==> src/rtl/uart_pkg.sv <==
// Shared UART definitions: receiver state encoding, line-rate defaults and the
// parity helper used by both the receiver and the parametrised transmitter.
package uart_pkg;

  localparam int CLK_HZ          = 27_000_000;
  localparam int BAUD            = 115_200;
  localparam int DEFAULT_CLK_DIV = CLK_HZ / BAUD;
  localparam int DATA_BITS_MIN   = 5;
  localparam int DATA_BITS_MAX   = 9;

  typedef enum logic [2:0] {
    IDLE,
    START,
    DATA,
    PARITY,
    STOP,
    WAIT_HIGH
  } rx_state_e;

  // Unused upper bits must be zero so the reduction sees only the real word.
  function automatic logic parity_bit(input logic [DATA_BITS_MAX-1:0] data,
                                      input logic                     odd);
    return (^data) ^ odd;
  endfunction

endpackage

==> src/rtl/uart_sync.sv <==
// Two-flop synchroniser for an asynchronous single-bit input; both flops reset
// to RST_VAL so an idle-high line does not look like an edge after reset.
module uart_sync #(
  parameter logic RST_VAL = 1'b1
) (
  input  logic clk,
  input  logic rst,
  input  logic d,
  output logic q
);

  logic meta;

  always_ff @(posedge clk or posedge rst) begin
    if (rst) begin
      meta <= RST_VAL;
      q    <= RST_VAL;
    end else begin
      meta <= d;
      q    <= meta;
    end
  end

endmodule

==> src/rtl/uart_rx_param.sv <==
// Parametrised UART receiver with valid/ready output, frame/break/overrun handling.
// Optional parity checking is enabled by defining UART_RX_PARITY_EN.
module uart_rx_param
  import uart_pkg::*;
#(
  parameter int CLK_DIV    = DEFAULT_CLK_DIV,
  parameter int DATA_BITS  = 8,
  parameter int STOP_BITS  = 1,
  parameter int PARITY_ODD = 0
) (
  input  logic                 clk,
  input  logic                 rst,
  input  logic                 uart_rx,
  output logic [DATA_BITS-1:0] rx_data,
  output logic                 rx_valid,
  input  logic                 rx_ready,
  output logic                 frame_err,
  output logic                 parity_err,
  output logic                 overrun,
  output logic                 busy
);

  // The bit counter has to reach CLK_DIV itself, hence the +1.
  localparam int            CW        = $clog2(CLK_DIV + 1);
  localparam logic [CW-1:0] HALF      = CW'(CLK_DIV / 2);
  localparam logic [CW-1:0] FULL      = CW'(CLK_DIV);
  localparam logic [CW-1:0] ONE       = CW'(1);
  localparam logic [3:0]    LAST_DATA = 4'(DATA_BITS - 1);
  localparam logic [3:0]    LAST_STOP = 4'(STOP_BITS - 1);

  logic                 rxs;
  rx_state_e            state, state_n;
  logic [CW-1:0]        cnt, cnt_n;
  logic [3:0]           bit_idx, bit_idx_n;
  logic [DATA_BITS-1:0] shreg, shreg_n;
  logic                 fe_pend, fe_pend_n, fe_now, done;

`ifdef UART_RX_PARITY_EN
  logic pe_pend, pe_pend_n;
`else
  logic unused_parity_odd;
  assign unused_parity_odd = ^PARITY_ODD;
`endif

  uart_sync #(.RST_VAL(1'b1)) u_sync (
    .clk (clk),
    .rst (rst),
    .d   (uart_rx),
    .q   (rxs)
  );

  // NOTE: every signal driven here gets a default first, so no path can infer a latch.
  always_comb begin
    state_n   = state;
    cnt_n     = cnt + ONE;
    bit_idx_n = bit_idx;
    shreg_n   = shreg;
    fe_pend_n = fe_pend;
    fe_now    = fe_pend;
    done      = 1'b0;
`ifdef UART_RX_PARITY_EN
    pe_pend_n = pe_pend;
`endif
    case (state)
      IDLE: begin
        cnt_n = ONE;
        if (!rxs) begin
          state_n   = START;
          fe_pend_n = 1'b0;
`ifdef UART_RX_PARITY_EN
          pe_pend_n = 1'b0;
`endif
        end
      end
      START: begin
        if (cnt == HALF) begin
          cnt_n     = ONE;
          bit_idx_n = '0;
          state_n   = rxs ? IDLE : DATA;
        end
      end
      DATA: begin
        if (cnt == FULL) begin
          cnt_n   = ONE;
          shreg_n = {rxs, shreg[DATA_BITS-1:1]};
          if (bit_idx == LAST_DATA) begin
            bit_idx_n = '0;
`ifdef UART_RX_PARITY_EN
            state_n   = PARITY;
`else
            state_n   = STOP;
`endif
          end else begin
            bit_idx_n = bit_idx + 4'd1;
          end
        end
      end
`ifdef UART_RX_PARITY_EN
      PARITY: begin
        if (cnt == FULL) begin
          cnt_n     = ONE;
          pe_pend_n = rxs != parity_bit(DATA_BITS_MAX'(shreg), 1'(PARITY_ODD));
          state_n   = STOP;
        end
      end
`endif
      STOP: begin
        if (cnt == FULL) begin
          cnt_n     = ONE;
          fe_now    = fe_pend | ~rxs;
          fe_pend_n = fe_now;
          if (bit_idx == LAST_STOP) begin
            done    = 1'b1;
            // An all-zero word with a low stop bit is a break: wait for the line to recover.
            state_n = (fe_now && shreg == '0) ? WAIT_HIGH : IDLE;
          end else begin
            bit_idx_n = bit_idx + 4'd1;
          end
        end
      end
      WAIT_HIGH: begin
        cnt_n = ONE;
        if (rxs) state_n = IDLE;
      end
      default: state_n = IDLE;
    endcase
  end

  // NOTE: sequential state uses non-blocking assignments so every flop sees pre-edge values.
  always_ff @(posedge clk or posedge rst) begin
    if (rst) begin
      state     <= IDLE;
      cnt       <= '0;
      bit_idx   <= '0;
      shreg     <= '0;
      fe_pend   <= 1'b0;
      rx_data   <= '0;
      rx_valid  <= 1'b0;
      frame_err <= 1'b0;
      overrun   <= 1'b0;
`ifdef UART_RX_PARITY_EN
      pe_pend    <= 1'b0;
      parity_err <= 1'b0;
`endif
    end else begin
      state   <= state_n;
      cnt     <= cnt_n;
      bit_idx <= bit_idx_n;
      shreg   <= shreg_n;
      fe_pend <= fe_pend_n;
      overrun <= 1'b0;
`ifdef UART_RX_PARITY_EN
      pe_pend <= pe_pend_n;
`endif
      if (rx_valid && rx_ready) rx_valid <= 1'b0;
      if (done) begin
        if (!rx_valid || rx_ready) begin
          rx_data   <= shreg;
          frame_err <= fe_now;
          rx_valid  <= 1'b1;
`ifdef UART_RX_PARITY_EN
          parity_err <= pe_pend;
`endif
        end else begin
          overrun <= 1'b1;
        end
      end
    end
  end

`ifndef UART_RX_PARITY_EN
  assign parity_err = 1'b0;
`endif

  assign busy = (state != IDLE);

endmodule

==> config.mk <==
export PLATFORM = sky130hd
export DESIGN_NAME = uart_rx_param
export DESIGN_NICKNAME = d
export VERILOG_FILES = /design/src/rtl/uart_pkg.sv /design/src/rtl/uart_sync.sv /design/src/rtl/uart_rx_param.sv
export SDC_FILE = /design/constraint.sdc
export NUM_CORES = 1
export LEC_CHECK = 0
export BUFFER_PORTS_ARGS = -buffer_cell sky130_fd_sc_hd__buf_2
export CORE_MARGIN = 4
export CORE_UTILIZATION = 52
export CTS_CLUSTER_DIAMETER = 80
export DETAILED_ROUTE_END_ITERATION = 16
export PLACE_DENSITY = 0.85
export SLEW_MARGIN = 20
export SYNTH_ARGS = -nofsm -noshare
export SYNTH_HDL_FRONTEND = slang
export SYNTH_HIERARCHICAL = 1
export SYNTH_SLANG_ARGS = --single-unit
==> constraint.sdc <==
create_clock -name clk -period 2.14 [get_ports clk]
set_clock_uncertainty 0.2 [all_clocks]
set_input_delay 0.107 -clock clk [delete_from_list [all_inputs] [get_ports clk]]
set_output_delay 0.107 -clock clk [all_outputs]
set_load 0.1 [all_outputs]
==> key figures, run 1 <==
Global routing
  – First-pass GRT wire length: 6.444 mm
  – Total grt overflow: 0
  – Gr usage total: 19.46%
  – Initial antenna violation count: 0
  – Met2 usage: 34.90%
  – Grt peak-use layer: met2
  – Largest net degree at the start of global routing: 36
  – Global routing met3 resource utilization: 4.047%
  – Met1 usage: 22.45%
  – Vias in the first global route: 1382

Pwr
  – Switching power total: 0.0002603 W
  – Switching share of power: 19.55%
  – Internal cell power: 0.001071 W
  – Sequential Power Share: 52.9%
  – Logic pwr share: 2.3%
  – Pwr Density: 588.9 mW/mm²
  – Leakage power: 1.143 nW
  – Worst VDD drop: 523.0 µV
  – Clk network pwr share: 44.8%

Critical path
  – Max incr delay on CP: 0.41 ns
  – Crit-path max FO: 4
  – Critical Path AT: 2.33 ns
  – Cell Chain, Critical Path: buf_4 > ha_1 > nand4_1 > o41ai_2 > o21ai_2 > nor4_2 > buf_4 > mux2_4
  – Worst Setup SP: cnt[0]
  – R2R Setup Slk: -0.16 ns
  – Worst path top cell family by delay: compound AO/OA/AOI/OAI gates
  – CP Depth: 8
  – R2R depth: 8
  – Reg-to-reg startpoint: cnt[0]
  – R2r endpoint: state[2]
  – Critical path destination: state[2]
  – CP max stage cell: dfrtp_1
  – Setup crit start kind: flop
  – Critical path required time: 2.17 ns
  – Setup CP Type: flop to flop
  – Most used cell, CP: buf_4
  – Worst path bufs/invs: 2
  – CP Capture Type: flop

Floorplanning
  – Num rows: 21
  – Die Height: 66.66 µm
  – Die area: 0.004444 mm²
  – I/O pin count: 17
  – Core Region: 0.003337 mm²
  – Chip width: 66.66 µm
  – Initial Util: 53.62%

Layout
  – Area growth, synth to finish: 26.36%
  – Share of post-route cells with drive strength above 1: 40.63%
  – Fillers: 215
  – Nets@finish: 200
  – Antenna diode count: 0
  – Sequential Area: 929.6 µm²
  – Multi-input gate area: 873.3 µm²

Synth
  – Dominant synthesized flop cell: dfrtp_1
  – Synth top area share: 48.95%
  – Synthesized instance count: 155
  – Synth Register Bits: 37
  – Top cells by area, synth: dfrtp_1 (49%), mux2_2 (10%), ha_1 (3.5%), dfstp_2 (2.9%), inv_1 (2.9%)
  – Syn_nets: 164
  – Seq/Total Area, Yosys: 51.89%
  – Syn Area/Cell: 11.54 µm²
  – Cell variety after synth: 43
  – Yosys top cell by area: dfrtp_1
  – Post-synth ARST share: 100.0%
  – Mapped cell area: 0.001789 mm²
  – EDFF count, synth: 0
  – Warnings from Yosys: 6

Routing
  – WL/cell: 17.38 µm
  – Via count: 1348
  – Final wirelength: 4.137 mm
  – Drt pass-1 iters: 4
  – # DRC: 0
  – ANT nets after route: 0
  – Detailed Route Iter0 Violations: 87
  – Vias per inst: 5.664

Job
  – Max Cap Viol: 0

STA
  – F_max: 434.5 MHz
  – Final worst-path setup slack: -0.1616 ns
  – Worst-margin pin slew: 0.5092 ns
  – Final hold viol count: 0
  – Unrepaired setup endpoints after global routing: yes
  – WHS: 0.1251 ns
  – Relative slew slack: 65.91%
  – Max-slew violations: 0
  – Tmin final: 2.302 ns
  – Total negative slack: -1.789 ns
  – Final setup violation count: 32
  – Period utilisation layout: 107.6%

Placement
  – Buffers on Ports: 15
  – Routability cong.: 0.9347
  – DP HPWL: 2.416 mm

Run status
  – Status: complete, but fails checks
  – Failing checks: setup timing

CTS
  – Longest Clk Path Bufs: 2
  – H-tree Lvls: 2
  – Worst-path clk slew: 0.12 ns
  – CTS tree: built
  – Clock Latency Late Sink: 0.35 ns
  – Clk root buf: clkbuf_4
  – Cts bufs inserted: 5
  – CTS Sinks: 37

Min path
  – Worst Hold Class: input port to asynchronous set/reset pin
==> logic make-up (layout without fill, tap and decap cells) <==
family | count (synthesis) | in the layout | share of synthesized area (%)
DFF | 37 | 37 | 51.89
buffers and inverters | 20 | 57 | 6.014
xor gates and xnor gates | 8 | 8 | 3.916
and+or+nand+nor | 47 | 47 | 15.31
other | 1 | 1 | 0.2096
AOI/OAI and AO/OA | 18 | 18 | 7.274
adders and majority gates | 5 | 5 | 3.497
muxes | 19 | 19 | 11.89
==> how the worst min path moves through the flow <==
| stage | start | slack, ns | cells past startpoint | endpoint |
|---|---|---|---|---|
| 3_3_place_gp | rst | -0.06 | 2 | u_sync/meta |
| 6_report | rst | 0.13 | 3 | u_sync/q |
| 4_1_cts | rst | 0.11 | 3 | u_sync/meta |
| 5_1_grt | rst | 0.14 | 3 | u_sync/q |
| 3_5_place_dp | rst | -0.06 | 2 | u_sync/q |
| 2_1_floorplan | rst | -0.18 | 1 | u_sync/meta |
==> stage by stage <==
step                std cells  util [%]  power (W)  setup slack, ns  cell area, µm²
global route              238     67.75   0.001380          -0.2265            2261
floorplan                 155         -  0.0007371          0.01647            1789
global placement          221     58.79  0.0007432        -0.001155            1962
finish                    238     67.75   0.001331          -0.1616            2261
detailed placement        221     58.79  0.0007443          -0.1607            1962
CTS                       236     65.35   0.001348          -0.1435            2181
==> state kept, by name, indices dropped and copies added (netlist names) <==
| name | count |
|---|---|
| shreg | 8 |
| u_sync/q | 1 |
| cnt | 8 |
| state | 3 |
| fe_pend | 1 |
| rx_valid | 1 |
| u_sync/meta | 1 |
| frame_err | 1 |
| rx_data | 8 |
| bit_idx | 4 |
| overrun | 1 |
==> cell type report <==
type / instances / share of cell area [%]
Clock inverter: 3 / 2.878
Multi-Input combinational cell: 98 / 38.63
Inverter: 14 / 2.324
Tap cell: 46 / 2.546
Sequential cell: 37 / 41.12
Timing Repair Buffer: 35 / 10.85
Clock buffer: 5 / 1.660
==> repair_timing <==
action | CTS | global route
endpoints found under the hold margin | 40 | 0
setup endpoints to repair | 22 | 30
hold buffers | 3 | 0
buffers inserted | 4 | 3
gates cloned | 0 | 0
pin swaps | 4 | 2
resized for setup | 14 | 17
==> layer usage <==
layer	wire length [µm]	share of wire [%]	vias to the layer above
met5	0	0	-
met4	67	1.6	0
met3	163	3.9	11
met2	2203	53	51
met1	1702	41	677
li1	-	-	609
==> worst register-to-register path, stage by stage, from the launching register on <==
cell and delay, ns:
dfrtp_1 0.41, buf_4 0.13, ha_1 0.18, nand4_1 0.15, o41ai_2 0.35, o21ai_2 0.13
nor4_2 0.16, buf_4 0.18, mux2_4 0.30
==> power by group through the flow <==
| stage | sequential, W | clock, W | combinational [W] |
|---|---|---|---|
| global route | 0.000704 | 0.000641 | 0.0000351 |
| CTS | 0.000704 | 0.000613 | 0.0000312 |
| finish | 0.000704 | 0.000596 | 0.0000312 |
| global placement | 0.000717 | 0 | 0.0000261 |
| detailed placement | 0.000717 | 0 | 0.0000271 |
| floorplan | 0.000717 | 0 | 0.0000206 |
==> cells in the mapped netlist, types with 3 or more instances <==
library cell  number
nand2b_1           3
and3_1             3
ha_1               5
nor2_1            12
o21ai_0            3
nand2_1            8
mux2_2            16
xnor2_1            4
nand3_1            6
o41ai_1            3
dfrtp_1           35
inv_1             14
xor2_1             4
==> cells in the final DEF, fill, tap and decap left out, types with 2 or more instances in the layout <==
master	n
xor2_1	4
nor2_1	12
nand4_1	2
a2111oi_2	2
xnor2_1	4
nand2_1	8
bufinv_16	2
buf_2	15
dfstp_2	2
dlygate4sd3_1	3
buf_4	16
clkbuf_4	5
dfrtp_1	34
nand3_1	6
o21ai_2	2
nand2b_1	3
mux2_4	12
ha_1	5
a21oi_1	2
inv_1	14
and3_1	2
mux2_2	6
nor4_1	2
(Power assumes the default switching activity.)
==> inputs of run 2 (changes only) <==
CORE_UTILIZATION = 58   (was 52)
PLACE_DENSITY = 0.89   (was 0.85)
RECOVER_POWER = 100   (was unset)
clock period = 2.3 ns   (was 2.14 ns; I/O delays follow)
==> run 2 against run 1 <==
  * The flow now finishes without violations
  * Largest power group unchanged
  * Core utilization up 5.8 points
  * Highest routed layer unchanged
  * Critical path depth did not move
  * Worst hold slack got worse by 0.0087 ns
  * Critical path type unchanged
  * Setup slack better by 0.21 ns
  * Final area down 7.2%
  * Routed wire length shrank 15%
  * Die area shrank 9.1%
==> key figures, run 2 (synthesized netlist as in run 1, its figures left out) <==
STA
  – Final worst-path setup slack: 0.04868 ns (+0.2103 ns)
  – Final hold viol count: 0 (unchanged)
  – Tmin final: 2.251 ns (-0.05030 ns)
  – Final setup violation count: 0 (-100%)
  – Period utilisation layout: 97.88% (-9.7 points)
  – Unrepaired setup endpoints after global routing: yes
  – Relative slew slack: 21.44% (-44 points)
  – Max-slew violations: 0 (unchanged)
  – F_max: 444.2 MHz (+2.2%)
  – WHS: 0.1164 ns (-0.008736 ns)
  – Worst-margin pin slew: 1.183 ns (+0.6743 ns)

Routing
  – ANT nets after route: 0 (unchanged)
  – Drt pass-1 iters: 4 (unchanged)
  – Met2 WL: 1.861 mm (-16%)
  – # DRC: 0 (unchanged)
  – Vias per inst: 5.982 (+5.6%)
  – WL/cell: 16.17 µm (-6.9%)
  – Final wirelength: 3.526 mm (-15%)
  – Via count: 1304 (-3.3%)
  – Detailed Route Iter0 Violations: 54 (-38%)
  – Highest routed metal layer: met4
  – WL met1: 1.417 mm (-17%)
  – Met3 wire len: 192 µm (+18%)

Pwr
  – Switching share of power: 21.69% (+2.1 points)
  – Switching power total: 0.0002466 W (-5.2%)
  – Clk network pwr share: 40.0% (-4.8 points)
  – Sequential Power Share: 57.6% (+4.7 points)
  – Leakage power: 1.009 nW (-12%)
  – Design Power: 0.001137 W (-15%)
  – Worst VDD drop: 369.8 µV (-29%)
  – Pwr Density: 542.2 mW/mm² (-7.9%)
  – Internal cell power: 0.0008903 W (-17%)
  – Logic pwr share: 2.4% (about the same)

CTS
  – CTS tree: built
  – Longest Clk Path Bufs: 2 (unchanged)
  – H-tree Lvls: 2 (unchanged)
  – Clock Latency Late Sink: 0.34 ns (about the same)
  – Worst-path clk slew: 0.12 ns (about the same)
  – CTS Sinks: 37 (unchanged)
  – Clk root buf: clkbuf_4
  – Cts bufs inserted: 5 (unchanged)

Critical path
  – CP max stage cell: dfrtp_1
  – Max incr delay on CP: 0.41 ns (about the same)
  – Critical path required time: 2.34 ns (+0.17 ns)
  – CP Capture Type: flop
  – R2r endpoint: rx_data[1]
  – Critical path destination: rx_data[1]
  – Worst path bufs/invs: 3 (+1)
  – Crit-path max FO: 9 (+5)
  – Setup CP Type: flop to flop
  – Cell Chain, Critical Path: inv_1 > ha_1 > nand4_1 > nor4b_4 > buf_4 > and4_4 > buf_12 > mux2_2
  – Critical Path AT: 2.29 ns (-0.04 ns)
  – R2R Setup Slk: 0.05 ns (+0.21 ns)
  – CP Depth: 8 (unchanged)
  – R2R depth: 8 (unchanged)
  – Worst Setup SP: cnt[0]
  – Reg-to-reg startpoint: cnt[0]
  – Worst path top cell family by delay: simple AND/OR/NAND/NOR gates
  – Setup crit start kind: flop

Layout
  – Share of post-route cells with drive strength above 1: 29.95% (-11 points)
  – Commonest non-fill, non-tap cell in the layout: dfrtp_1
  – Biggest registers after layout: cnt (8), rx_data (8), shreg (8)
  – Nets@finish: 195 (-2.5%)
  – Sequential Area: 929.6 µm² (unchanged)
  – Fillers: 186 (-13%)
  – Post-route cell area: 0.002097 mm² (-7.2%)
  – Antenna diode count: 0 (unchanged)
  – Area growth, synth to finish: 17.20%
  – Most frequent cells in the layout: dfrtp_1 (34), mux2_2 (16), inv_1 (14)
  – Multi-input gate area: 804.5 µm² (-7.9%)
  – Final cell count without fillers: 218 (-8.4%)

Floorplanning
  – Core Region: 0.002853 mm² (-15%)
  – I/O pin count: 17 (unchanged)
  – Die area: 0.004037 mm² (-9.1%)
  – Die Height: 63.54 µm (-4.7%)
  – Initial Util: 62.72% (+9.1 points)
  – Num rows: 19 (-9.5%)
  – Chip width: 63.54 µm (-4.7%)

Min path
  – Worst Hold Class: input port to asynchronous set/reset pin

Placement
  – Placed cell count: 203 (-8.1%)
  – Routability cong.: 0.9246 (-1.1%)
  – Placed inst area: 0.001921 mm² (-2.1%)
  – DP HPWL: 2.395 mm (-0.87%)
  – DP Worst Slack: -0.02328 ns (+0.1374 ns)
  – Buffers on Ports: 15 (unchanged)

Run status
  – Status: finished clean

Global routing
  – Vias in the first global route: 1315 (-4.8%)
  – Initial antenna violation count: 0 (unchanged)
  – Total grt overflow: 0 (unchanged)
  – First-pass GRT wire length: 5.858 mm (-9.1%)
  – Largest net degree at the start of global routing: 36 (unchanged)
  – Gr usage total: 18.69% (-0.77 points)

Job
  – Max Cap Viol: 0 (unchanged)
run 2: what timing repair did:
action	4_1_cts	5_1_grt
endpoints found under the hold margin	40	0
gates resized for setup	3	9
pin swaps	1	1
endpoints found under the setup margin	13	21
cloned	0	0
hold buffers	3	0
setup buffers	0	4
run 2: cell type report:
class | count | area share, %
clock buffer | 5 | 1.790
clock inverter | 3 | 2.088
inverter | 14 | 2.506
multi-input combinational | 98 | 38.37
sequential | 37 | 44.33
tap | 31 | 1.850
timing repair buffer | 30 | 9.069
run 2: per-stage QoR:
| stage | TNS, ns | utilization, % |
|---|---|---|
| finish | 0 | 73.51 |
| global route | -0.7776 | 73.51 |
| CTS | 0 | 71.75 |
| detailed placement | -0.06314 | 67.32 |
| global placement | 0 | 67.32 |
| floorplan | 0 | - |
run 2: worst min path at each step:
stage                     startpoint          end  slack, ns  depth (start not counted)
after floorplan                  rst  u_sync/meta      -0.17                          1
after global placement           rst  u_sync/meta      -0.05                          2
after detailed placement         rst  u_sync/meta      -0.05                          2
after CTS                        rst  u_sync/meta       0.13                          3
after global routing             rst  u_sync/meta       0.13                          3
final                            rst     u_sync/q       0.12                          3
run 2: worst min-delay path, cell delays in order:
cell           delay [ns]
dlygate4sd3_1        0.53
clkbuf_1             0.10
inv_1                0.08
run 2: routing by layer:
metal	GRT usage, %	vias up
met3	5.151	9
met1	20.58	649
met5	0	-
met2	32.33	46
li1	-	600
met4	10.24	0
run 2: power groups by stage:
stage                     registers (W)   logic, W  clock network [W]
after floorplan                0.000667  0.0000192                  0
after global placement         0.000667  0.0000245                  0
after detailed placement       0.000667  0.0000249                  0
after CTS                      0.000655  0.0000289           0.000463
after global routing           0.000656  0.0000315           0.000503
final                          0.000655  0.0000273           0.000455
==> inputs of run 3 (changes only) <==
PLACE_DENSITY = 0.78   (was 0.89)
==> run 3 against run 2 <==
  * Largest cell class unchanged
  * Final area is 1.4% lower
  * Worst hold slack improved by 0.0078 ns
  * Final cell count is the same
  * Core utilization is 1.1 points lower
  * Critical path type unchanged
  * Combinational power about the same
  * Sequential share of layout area grew 0.58 points
  * Clock power down 29%
  * Critical path depth is the same
  * Register-to-register slack improved by 0.04 ns
  * Setup slack better by 0.037 ns
  * Routed wire length decreased by 6.2%
==> key figures, run 3 (synthesized netlist as in run 1, its figures left out) <==
STA
  – Relative slew slack: 21.82% (+0.38 points)
  – Unrepaired setup endpoints after global routing: yes
  – WHS: 0.1242 ns (+0.007797 ns)
  – F_max: 451.6 MHz (+1.7%)
  – Final worst-path setup slack: 0.08574 ns (+0.03706 ns)
  – Final setup violation count: 0 (unchanged)
  – Period utilisation layout: 96.27% (-1.6 points)
  – Max-slew violations: 0 (unchanged)
  – Worst-margin pin slew: 1.178 ns (-0.005700 ns)
  – Final hold viol count: 0 (unchanged)
  – Tmin final: 2.214 ns (-0.03706 ns)

Routing
  – Final wirelength: 3.306 mm (-6.2%)
  – Drt pass-1 iters: 4 (unchanged)
  – WL/cell: 15.17 µm (-6.2%)
  – Via count: 1237 (-5.1%)
  – # DRC: 0 (unchanged)
  – ANT nets after route: 0 (unchanged)
  – Vias per inst: 5.674 (-5.1%)
  – Detailed Route Iter0 Violations: 51 (-5.6%)

Placement
  – Buffers on Ports: 15 (unchanged)
  – Routability cong.: 0.8422 (-8.9%)
  – DP Worst Slack: -0.04505 ns (-0.02177 ns)
  – DP HPWL: 2.356 mm (-1.6%)
  – Placed inst area: 0.001936 mm² (+0.78%)

Global routing
  – Vias in the first global route: 1300 (-1.1%)
  – Total grt overflow: 0 (unchanged)
  – Gr usage total: 18.71% (+0.019 points)
  – First-pass GRT wire length: 5.871 mm (+0.22%)
  – Largest net degree at the start of global routing: 36 (unchanged)
  – Initial antenna violation count: 0 (unchanged)

Job
  – Max Cap Viol: 0 (unchanged)

Min path
  – Worst Hold Class: input port to asynchronous set/reset pin

CTS
  – Worst-path clk slew: 0.11 ns (about the same)
  – Longest Clk Path Bufs: 2 (unchanged)
  – CTS tree: built
  – H-tree Lvls: 2 (unchanged)
  – Clk root buf: clkbuf_4
  – CTS Sinks: 37 (unchanged)
  – Clock Latency Late Sink: 0.35 ns (about the same)
  – Cts bufs inserted: 5 (unchanged)

Pwr
  – Pwr Density: 486.7 mW/mm² (-10%)
  – Worst VDD drop: 471.3 µV (+27%)
  – Leakage power: 0.9947 nW (-1.5%)
  – Design Power: 0.001006 W (-12%)

Layout
  – Biggest registers after layout: cnt (8), rx_data (8), shreg (8)
  – Nets@finish: 196 (+0.51%)
  – Antenna diode count: 0 (unchanged)
  – Post-route cell area: 0.002067 mm² (-1.4%)
  – Most frequent cells in the layout: dfrtp_1 (35), mux2_2 (15), inv_1 (14)
  – Fillers: 219 (+18%)
  – Sequential Area: 928.4 µm² (-0.13%)
  – Commonest non-fill, non-tap cell in the layout: dfrtp_1
  – Multi-input gate area: 799.5 µm² (-0.62%)
  – Area growth, synth to finish: 15.52%
  – Share of post-route cells with drive strength above 1: 27.81% (-2.1 points)

Critical path
  – CP Capture Type: flop
  – Critical Path AT: 2.25 ns (-0.04 ns)
  – R2R depth: 8 (unchanged)
  – Reg-to-reg startpoint: cnt[0]
  – Critical path destination: rx_data[6]
  – R2r endpoint: rx_data[6]
  – Worst Setup SP: cnt[0]
  – R2R Setup Slk: 0.09 ns (+0.04 ns)
  – Setup CP Type: flop to flop
  – Crit-path max FO: 9 (unchanged)
  – Critical path required time: 2.34 ns (about the same)
  – Setup crit start kind: flop

Floorplanning
  – Die Height: 63.54 µm (unchanged)
  – Chip width: 63.54 µm (unchanged)
  – Initial Util: 62.72% (unchanged)
  – I/O pin count: 17 (unchanged)
  – Die area: 0.004037 mm² (unchanged)
  – Num rows: 19 (unchanged)
  – Core Region: 0.002853 mm² (unchanged)

Run status
  – Status: finished clean
[run 3: cell types whose count changed in the layout (fill, tap and decap cells not counted), sizes merged]
cell    delta
buf        +1
clkbuf     +1
bufinv     -1
inv        -1
[run 3: critical path: stages (launching register included)]
cell and delay, ns:
dfrtp_1 0.41, inv_1 0.07, ha_1 0.13, nand4_1 0.13
nor4b_4 0.28, buf_4 0.19, and4_4 0.22, buf_12 0.13
mux2_2 0.33
[run 3: where the power goes]
part / internal (W) / switching [W] / total (W)
sequential: 0.000653 / 0.00000154 / 0.000655
clock: 0.000116 / 0.000208 / 0.000324
combinational: 0.00000606 / 0.0000213 / 0.0000273
[run 3: worst min-delay path by stage]
stage	endpoint	from
finish	u_sync/meta	rst
global route	u_sync/meta	rst
CTS	u_sync/meta	rst
detailed placement	u_sync/meta	rst
global placement	u_sync/meta	rst
floorplan	u_sync/meta	rst
[run 3: repair_timing]
action / CTS / global route
gates resized for setup: 2 / 9
hold buffers: 3 / 0
endpoints found under the setup margin: 12 / 22
buffers inserted: 0 / 3
pin swaps: 1 / 0
endpoints found under the hold margin: 40 / 0
[run 3: metal layers]
metal / part of all wire (%) / global-route usage [%] / vias to the layer above
met1: 45 / 22.00 / 605
met4: 2.7 / 11.05 / 0
met5: 0 / 0 / -
met3: 2.7 / 3.375 / 10
li1: - / - / 602
met2: 50 / 31.68 / 20
[run 3: cell type report]
| type | count | area share, % |
|---|---|---|
| Inverter | 14 | 2.542 |
| Timing Repair Buffer | 31 | 9.564 |
| Clock buffer | 6 | 1.998 |
| Clock inverter | 1 | 0.4237 |
| Tap cell | 31 | 1.877 |
| Multi-Input combinational cell | 98 | 38.68 |
| Sequential cell | 37 | 44.92 |
[run 3: stage by stage]
step	instances	TNS (ns)	utilization (%)
final	218	0	72.46
after global routing	218	-0.2167	72.46
after CTS	215	0	70.88
after detailed placement	205	-0.09000	67.85
after global placement	205	0	67.85
after floorplan	155	0	-
